$ cat src/rtl/syscon_rst_seq.sv
// Lock-filtered reset sequencer: holds NUM_RST active-high resets, releases them staggered, re-sequences on lock loss.
// All outputs except wb_clk are registered; input effects appear one cycle later. No backpressure: requests outside RUN are dropped.
module syscon_rst_seq #(
  parameter int NUM_RST     = 4,
  parameter int LOCK_FILTER = 8,
  parameter int HOLD_CYCLES = 16,
  parameter int STAGE_GAP   = 4
) (
  input  logic               clk,
  input  logic               rst_n,
  input  logic               locked_i,
  input  logic               sw_rst_req_i,
  input  logic [NUM_RST-1:0] sw_rst_mask_i,
  output logic               wb_clk,
  output logic [NUM_RST-1:0] rst_o,
  output logic               seq_done_o,
  output logic [1:0]         state_o,
  output logic [7:0]         rst_event_cnt_o
);

  localparam int FW = (LOCK_FILTER > 1) ? $clog2(LOCK_FILTER) : 1;
  localparam int HW = (HOLD_CYCLES > 1) ? $clog2(HOLD_CYCLES) : 1;
  localparam int GW = (STAGE_GAP > 1) ? $clog2(STAGE_GAP) : 1;
  localparam int IW = (NUM_RST > 1) ? $clog2(NUM_RST) : 1;

  localparam logic [FW-1:0] FILT_MAX = FW'(LOCK_FILTER - 1);
  localparam logic [HW-1:0] HOLD_MAX = HW'(HOLD_CYCLES - 1);
  localparam logic [GW-1:0] GAP_MAX  = GW'(STAGE_GAP - 1);
  localparam logic [IW-1:0] LAST_IDX = IW'(NUM_RST - 1);

  typedef enum logic [1:0] {
    HOLD    = 2'd0,
    RELEASE = 2'd1,
    RUN     = 2'd2,
    SWRST   = 2'd3
  } state_t;

  state_t          state;
  logic [FW-1:0]   filt_cnt;
  logic            lock_ok;
  logic [HW-1:0]   hold_cnt;
  logic [GW-1:0]   gap_cnt;
  logic [IW-1:0]   rel_idx;

  assign wb_clk  = clk;
  assign state_o = state;

  function automatic logic [7:0] sat_inc(input logic [7:0] v);
    return (v == 8'hFF) ? v : v + 8'd1;
  endfunction

  // filt_cnt saturates at LOCK_FILTER-1, so lock_ok needs one more locked cycle on top of it.
  always_ff @(posedge clk) begin
    if (!rst_n) begin
      filt_cnt <= '0;
      lock_ok  <= 1'b0;
    end else begin
      lock_ok <= locked_i && (filt_cnt == FILT_MAX);
      if (!locked_i)
        filt_cnt <= '0;
      else if (filt_cnt != FILT_MAX)
        filt_cnt <= filt_cnt + 1'b1;
    end
  end

  always_ff @(posedge clk) begin
    if (!rst_n) begin
      state           <= HOLD;
      rst_o           <= '1;
      seq_done_o      <= 1'b0;
      rst_event_cnt_o <= 8'd0;
      hold_cnt        <= '0;
      gap_cnt         <= '0;
      rel_idx         <= '0;
    end else if (state != HOLD && !lock_ok) begin
      // Lock loss wins over any same-cycle software request.
      state           <= HOLD;
      rst_o           <= '1;
      seq_done_o      <= 1'b0;
      hold_cnt        <= '0;
      rst_event_cnt_o <= sat_inc(rst_event_cnt_o);
    end else begin
      case (state)
        HOLD: begin
          if (!lock_ok) begin
            hold_cnt <= '0;
          end else if (hold_cnt == HOLD_MAX) begin
            hold_cnt <= '0;
            gap_cnt  <= '0;
            rel_idx  <= IW'(1);
            if (NUM_RST == 1) begin
              rst_o      <= '0;
              state      <= RUN;
              seq_done_o <= 1'b1;
            end else begin
              rst_o[0] <= 1'b0;
              state    <= RELEASE;
            end
          end else begin
            hold_cnt <= hold_cnt + 1'b1;
          end
        end

        RELEASE: begin
          if (gap_cnt == GAP_MAX) begin
            gap_cnt        <= '0;
            rst_o[rel_idx] <= 1'b0;
            if (rel_idx == LAST_IDX) begin
              state      <= RUN;
              seq_done_o <= 1'b1;
            end else begin
              rel_idx <= rel_idx + 1'b1;
            end
          end else begin
            gap_cnt <= gap_cnt + 1'b1;
          end
        end

        RUN: begin
          if (sw_rst_req_i && (sw_rst_mask_i != '0)) begin
            rst_o           <= sw_rst_mask_i;
            state           <= SWRST;
            seq_done_o      <= 1'b0;
            hold_cnt        <= '0;
            rst_event_cnt_o <= sat_inc(rst_event_cnt_o);
          end
        end

        SWRST: begin
          // hold_cnt doubles as the software pulse timer.
          if (hold_cnt == HOLD_MAX) begin
            hold_cnt   <= '0;
            rst_o      <= '0;
            state      <= RUN;
            seq_done_o <= 1'b1;
          end else begin
            hold_cnt <= hold_cnt + 1'b1;
          end
        end

        default: begin
          state <= HOLD;
          rst_o <= '1;
        end
      endcase
    end
  end

endmodule

$ cat config.mk
export PLATFORM = sky130hd
export DESIGN_NAME = syscon_rst_seq
export DESIGN_NICKNAME = d
export VERILOG_FILES = /design/src/rtl/syscon_rst_seq.sv
export SDC_FILE = /design/constraint.sdc
export NUM_CORES = 1
export LEC_CHECK = 0
export BUFFER_PORTS_ARGS = -buffer_cell sky130_fd_sc_hd__buf_2
export CELL_PAD_IN_SITES_DETAIL_PLACEMENT = 1
export CELL_PAD_IN_SITES_GLOBAL_PLACEMENT = 2
export CORE_ASPECT_RATIO = 0.5
export CORE_MARGIN = 3
export CORE_UTILIZATION = 34
export CTS_CLUSTER_DIAMETER = 30
export CTS_CLUSTER_SIZE = 8
export DETAILED_ROUTE_END_ITERATION = 12
export GPL_ROUTABILITY_DRIVEN = 0
export MAX_ROUTING_LAYER = met4
export PLACE_DENSITY = 0.88
export REMOVE_ABC_BUFFERS = 1
export SKIP_CTS_REPAIR_TIMING = 1
export SYNTH_ARGS = -nofsm -noshare
export SYNTH_HDL_FRONTEND = slang
export SYNTH_SLANG_ARGS = --single-unit
export TNS_END_PERCENT = 100
$ cat constraint.sdc
create_clock -name clk -period 2.15 [get_ports clk]
set_input_delay 0.1075 -clock clk [delete_from_list [all_inputs] [get_ports clk]]
set_output_delay 0.1075 -clock clk [all_outputs]
set_load 0.05 [all_outputs]
=== Word level (Yosys, flattened, before mapping) ===
Cells that the tools add are included.
W data, S select, Z words.

* $add $sub $neg: 5
* Equality and inequality tests: 16
* Reduce and logical (&&, ||, !) cells: 23
* Divide/modulo/power cells: 0
* $mul: 0
* Multiplexer cells: 36
* Shift operators: 0
* Order comparisons: 2
* Bitwise gates (word level): 4

{| class="wikitable"
|+ Operators with widths
! operator !! count
|-
| $mux W8 || 4
|-
| $mux W4 || 6
|-
| $mux W2 || 11
|-
| $ne A2 B2 Y1 const B || 7
|-
| $pmux W4 S3 || 1
|-
| $reduce_and A6 Y1 || 2
|-
| $reduce_and A5 Y1 || 2
|-
| $pmux W3 S3 || 1
|-
| $add A8 B1 Y8 const B || 1
|-
| $eq A2 B2 Y1 const B || 4
|-
| $eq A8 B8 Y1 const B || 1
|-
| $pmux W2 S2 || 2
|-
| $pmux W2 S4 || 1
|-
| $reduce_and A4 Y1 || 2
|-
| $reduce_bool A2 Y1 || 4
|-
| $mux W1 || 7
|-
| $reduce_and A2 Y1 || 3
|-
| $reduce_bool A3 Y1 || 2
|-
| $add A2 B1 Y2 const B || 2
|-
| $add A4 B1 Y4 const B || 1
|-
| $and A4 B4 Y4 || 1
|-
| $eq A4 B4 Y1 const B || 1
|-
| $logic_and A1 B1 Y1 || 4
|-
| $not A4 Y4 || 1
|-
| 14 further kinds || 15
|}

* Logic and storage cells: 96
* Memory bits (read-only): 0
* Register bits after elaboration: 27
* Input bits: 8
* Bits in writable memories: 0
* Memories kept: 0
* Latch bits: 0
* Output and inout port bits: 16

=== Longest topological paths before layout ===
Gate-level depths: netlist of the first run.

* Depth after elaboration: 8
* Depth in mapped cells: 8
* Depth with buffers taken out: 6

==> summary.md, run 1 <==
| Metric | Value |
|---|---|
| Outcome | finished clean |
| Ports | 24 |
| Reg clk slew, reported paths | 0.10 ns |
| Multiplexer share of the synthesized area | 3.32% |
| Power per Cell Area | 606 nW/um^2 |
| Clk_lat worst skew | 0.39 ns |
| P_leak | 0.737 nW |
| Post-synth top area share | 35.9% |
| Critical path class | flop to flop |
| Synth Cell Area | 1510 sq um |
| Die Y | 53.1 um |
| Initial antenna violation count | 0 |
| Largest net degree at the start of global routing | 21 |
| Post-synthesis xor/xnor area fraction | 0.581% |
| Overflow after GRT | 0 |
| CP max FO | 11 |
| Total GRT Usage | 15.1% |
| Syn avg cell area | 9.13 sq um |
| Final core occ | 43.8% |
| Pwr Total | 1.08 mW |
| Synth cell types | 46 |
| Layout area overhead | 18.9% |
| Synth area leaders | dfxtp_1 36%, ha_1 11%, mux2i_1 3.3% |
| Max-slew violation count | 0 |
| Clk_skew | 0.00546 ns |
| Die Wd | 100 um |
| CTS tree | done |
| Routed length per placed instance | 15.1 um |
| Iter 0 DRT Violations | 54 |
| Post-layout min period | 2.02 ns |
| Via count | 1,367 |
| I/O Buffers | 23 |
| Diodes inserted | 0 |
| Setup violators final | 0 |
| Compound-gate portion of the synthesized area | 22.9% |
| Main combinational cell family by area after synthesis | compound AO/OA/AOI/OAI gates |
| Crit path DAT | 2.31 ns |
| Max-Cap Viols | 0 |
| Crit share post-route | 93.9% |
| Yosys warns | 0 |
| Core Rows | 16 |
| Drt first pass iters | 4 |
| Post-synthesis simple-gate area fraction | 21.4% |
| Slew @ Worst Pin | 0.528 ns |
| Seq/Total Area, Yosys | 35.9% |
| Vias per cell | 5.49 |
| Slew HR | 64.5% |
| Final ANT Viol Nets | 0 |
| Core area | 4080 sq um |
| Share of layout cells above drive strength 1 | 20.0% |
| Post-DP HPWL | 2.76 mm |
| Initial core utilization | 36.9% |
| Hold slack final | 0.00332 ns |
| Die area | 5310 sq um |
| Post-Route WL | 3.76 mm |
| Fmax achieved | 495 MHz |
| Adder-cell share of the synthesized area | 10.8% |
| Nets@finish | 217 |
| Critical Path End Type | flop |
| First-pass GRT wire length | 6.09 mm |
| HP Class | input pin to flop |
| Cell count after synthesis | 165 |
| Vias in the first global route | 1,324 |
| Count of final hold-check violations | 0 |
| Max VDD drop | 0.000233 V |
| DR DRC count | 0 |
| Design area | 1790 sq um |
| Fill count | 485 |
| CP required | 2.44 ns |
| Cell area after placement | 1670 sq um |
| Seq cells post-synth | 27 |
| Synth area leader | dfxtp_1 |
| Crit path launch type | flop |
worst paths after layout:
path | endpoint | cells past startpoint | slack (ns) | start
max reg2reg | rst_o[3]$_SDFFE_PP1P_ | 6 | 0.13 | state_o[1]$_SDFFE_PP0P_
min | rst_o[1]$_SDFFE_PP1P_ | 2 | 0.003 | sw_rst_mask_i[1]
min reg2reg | seq_done_o$_SDFFE_PP0P_ | 2 | 0.48 | seq_done_o$_SDFFE_PP0P_
max | rst_o[3]$_SDFFE_PP1P_ | 6 | 0.13 | state_o[1]$_SDFFE_PP0P_
cells in the mapped netlist, drive strengths merged:
| cell | instances |
|---|---|
| dfxtp | 27 |
| ha | 13 |
| nand2 | 13 |
| nor2 | 9 |
| a21oi | 7 |
| inv | 7 |
| o21ai | 7 |
| nand3 | 6 |
| buf | 5 |
| mux2i | 5 |
| o31ai | 5 |
| and3 | 4 |
| nand2b | 4 |
| nor2b | 4 |
| nor3 | 4 |
| o41ai | 4 |
| a21boi | 3 |
| a311o | 3 |
| o311ai | 3 |
| o31a | 3 |
| or3 | 3 |
| or4 | 3 |
| a32o | 2 |
| and2 | 2 |
| clkbuf | 2 |
| nand4 | 2 |
| o21a | 2 |
| a21o | 1 |
| a221o | 1 |
| a31o | 1 |
| and2b | 1 |
| and4 | 1 |
| nor3b | 1 |
| nor4b | 1 |
| o211a | 1 |
| o22a | 1 |
| o2bb2ai | 1 |
| or2 | 1 |
| or4b | 1 |
| xor2 | 1 |
worst max-delay path, stage by stage, from the launching register on:
cell and delay (ns):
dfxtp_1 0.41, inv_1 0.08, ha_1 0.20, and2b_1 0.16, a221o_1 0.41, o31a_1 0.34, a311o_1 0.32
state kept, by name (all words and copies together), names as in the netlist:
name	flops
hold_cnt	4
rel_idx	2
filt_cnt	3
state_o	2
rst_o	4
seq_done_o	1
lock_ok	1
rst_event_cnt_o	8
gap_cnt	2
kinds of logic after synthesis:
kind of cell             Yosys count
multiplexers                       5
adder cells (fa/ha/maj)           13
buffers and inverters             14
XOR/XNOR                           1
AND/OR/NAND/NOR                   60
AO/OA/AOI/OAI                     45
flip-flops                        27
cell usage in the layout (no fill, tap or decap), types with 5 or more instances in the layout:
cell and n:
ha_1 13, nand2_1 13, buf_2 23, inv_1 6, mux2i_1 5, nor2_1 9
nand3_1 6, clkbuf_8 6, o31ai_1 5, a21oi_1 7, dfxtp_1 27
power breakdown:
group	leakage [nW]	internal, mW	switching (mW)
clock network	0.0516	0.268	0.279
registers	0.218	0.502	0.00116
logic	0.468	0.0154	0.0198
total	0.737	0.785	0.300
final cells by class:
class,instances,area (sq um),share of cell area (%)
Clock buffer,7,87.6,4.89
Clock inverter,1,8.76,0.489
Inverter,7,26.3,1.47
Multi-Input combinational cell,124,890,49.7
Sequential cell,27,541,30.2
Tap cell,54,67.6,3.77
Timing Repair Buffer,29,170,9.50
per-layer routing:
| metal | track usage (%) | routed length, um |
|---|---|---|
| met1 | 18.5 | 1890 |
| met2 | 24.5 | 1710 |
| met3 | 3.82 | 141 |
| met4 | 5.37 | 21 |
| met5 | - | 0 |
stage by stage:
stage | setup TNS (ns) | setup WS [ns] | std cells
floorplan | -0.502 | -0.141 | 158
global placement | 0 | 0.225 | 239
detailed placement | 0 | 0.154 | 239
CTS | 0 | 0.141 | 246
global route | -0.00324 | -0.00324 | 249
finish | 0 | 0.130 | 249
(Power assumes the default switching activity.)
==> run 2: changes to the inputs <==
--- a/config.mk
+++ b/config.mk
@@ -17,7 +17,6 @@
 export GPL_ROUTABILITY_DRIVEN = 0
 export MAX_ROUTING_LAYER = met4
 export PLACE_DENSITY = 0.88
-export REMOVE_ABC_BUFFERS = 1
 export SKIP_CTS_REPAIR_TIMING = 1
 export SYNTH_ARGS = -nofsm -noshare
 export SYNTH_HDL_FRONTEND = slang
==> run 2 against run 1 <==
The run now ends with negative hold slack left. Clock skew decreased by 0.0033 ns. Via count shrank 1.1%. Critical path depth unchanged. Clock-buffer cell count unchanged. Worst setup slack better by 0.0065 ns. First-iteration DRC count down 52%. Utilization fell by 0.21 points. Register-to-register slack about the same. Wire length fell by 1.7%. Critical endpoint is now rst_o[1]$_SDFFE_PP1P_. Largest cell class unchanged. Highest routed layer unchanged.
==> summary.md, run 2 (synthesis gave the netlist of run 1 again) <==
| Metric | Value |
|---|---|
| CP Cell Sequence | inv_1, ha_1, and2b_1, a221o_1, o31a_1, a311o_1 |
| Crit-path slowest cell | a221o_1 |
| Cell area after placement | 1670 sq um |
| Crit path DAT | 2.29 ns |
| Power per Cell Area | 602 nW/um^2 |
| Max stage delay on crit path | 0.42 ns |
| Initial antenna violation count | 0 |
| Setup violators final | 0 |
| Fmax achieved | 497 MHz |
| Max VDD drop | 0.000271 V |
| Diodes inserted | 0 |
| Die Y | 53.1 um |
| Post-Route WL | 3.70 mm |
| Total GRT Usage | 15.2% |
| Failing checks | negative hold slack |
| Outcome | complete, but fails checks |
| Routed length per placed instance | 14.9 um |
| Largest net degree at the start of global routing | 21 |
| Final ANT Viol Nets | 0 |
| Post-layout min period | 2.01 ns |
| Max-slew violation count | 0 |
| DR DRC count | 0 |
| Via count | 1,352 |
| Sequential share of power | 46.9% |
| Vias per cell | 5.45 |
| Sw power | 0.294 mW |
| First-pass GRT wire length | 5.99 mm |
| Clock Power Share | 50.0% |
| Largest register FFs | 8 |
| P_leak | 0.729 nW |
| Sw frac | 27.4% |
| Initial core utilization | 36.9% |
| RSZ-0062 raised after global routing | false |
| CTS tree | done |
| Internal Power | 0.779 mW |
| Core Rows | 16 |
| Multi-input logic area | 890 sq um |
| Die area | 5310 sq um |
| Most flop-heavy register | rst_event_cnt_o |
| Layout area overhead | 18.3% |
| Share of layout cells above drive strength 1 | 21.1% |
| Post-DP HPWL | 2.68 mm |
| Most frequent cells in the layout | 25 x dfxtp_1, 23 x buf_2, 13 x nand2_1, 13 x ha_1, 9 x nor2_1 |
| Slew @ Worst Pin | 0.443 ns |
| Max-Cap Viols | 0 |
| Clk_skew | 0.00212 ns |
| Final non-filler cell total | 248 |
| Overflow after GRT | 0 |
| CP max FO | 11 |
| Pre-CTS setup slack | 0.182 ns |
| Commonest non-fill, non-tap cell in the layout | dfxtp_1 |
| Core area | 4080 sq um |
| Final core occ | 43.6% |
| Design area | 1780 sq um |
| Vias in the first global route | 1,318 |
| Crit path launch type | flop |
| Pwr Total | 1.07 mW |
| Reg area | 543 sq um |
| Drt first pass iters | 4 |
| HP Class | input pin to flop |
| I/O Buffers | 23 |
| Critical Path End Type | flop |
| Critical path class | flop to flop |
| Final worst slack | 0.137 ns |
| Placed cell count | 239 |
| Syn_nets | 186 |
| Combinational fraction of design power | 3.1% |
| Die Wd | 100 um |
| Hold slack final | -0.0101 ns |
| CP required | 2.43 ns |
| Crit share post-route | 93.6% |
| Reg clk slew, reported paths | 0.10 ns |
| Iter 0 DRT Violations | 26 |
| Ports | 24 |
| Slew HR | 70.3% |
| TNS Setup | 0 ns |
| Clk_lat worst skew | 0.38 ns |
| Count of final hold-check violations | 1 |
| Top flop regs | rst_event_cnt_o: 8 flops, hold_cnt: 4 flops, rst_o: 4 flops |
| Fill count | 499 |
| Nets@finish | 216 |
[run 2: worst paths after layout]
path | cells after the start | slack (ns) | end | startpoint
hold reg to reg | 2 | 0.50 | seq_done_o$_SDFFE_PP0P_ | seq_done_o$_SDFFE_PP0P_
setup reg to reg | 6 | 0.14 | rst_o[1]$_SDFFE_PP1P_ | state_o[1]$_SDFFE_PP0P_
hold / removal | 2 | -0.01 | rst_o[2]$_SDFFE_PP1P_ | sw_rst_mask_i[2]
setup / recovery | 6 | 0.14 | rst_o[1]$_SDFFE_PP1P_ | state_o[1]$_SDFFE_PP0P_
[run 2: area by class of cell]
class                   count  area share [%]
clock buffers               7            4.92
clock inverters             1           0.421
inverters                   7            1.47
multi-input cells         124            49.9
flip-flops and latches     27            30.5
well taps                  54            3.79
repair buffers             28            8.99
[run 2: power by group through the flow]
stage | logic, mW | registers, mW | clock network (mW)
2_1_floorplan | 0.0159 | 0.514 | 0.100
3_3_place_gp | 0.0300 | 0.514 | 0.0887
4_1_cts | 0.0313 | 0.503 | 0.556
6_report | 0.0336 | 0.503 | 0.536
5_1_grt | 0.0368 | 0.503 | 0.584
3_5_place_dp | 0.0309 | 0.514 | 0.0887
[run 2: worst max-delay path, delay by kind of cell (launching register included)]
family	cells	cell delay, ns
and+or+nand+nor	1	0.18
DFF	1	0.38
adders and majority gates	1	0.22
buffers and inverters	1	0.07
AOI/OAI and AO/OA	3	1.07
[run 2: metal layers]
metal,GRT usage [%],vias to the layer above,part of all wire (%)
li1,-,674,-
met1,18.3,651,52
met2,23.2,22,44
met3,5.53,5,3.2
met4,6.26,0,1.2
met5,-,-,0
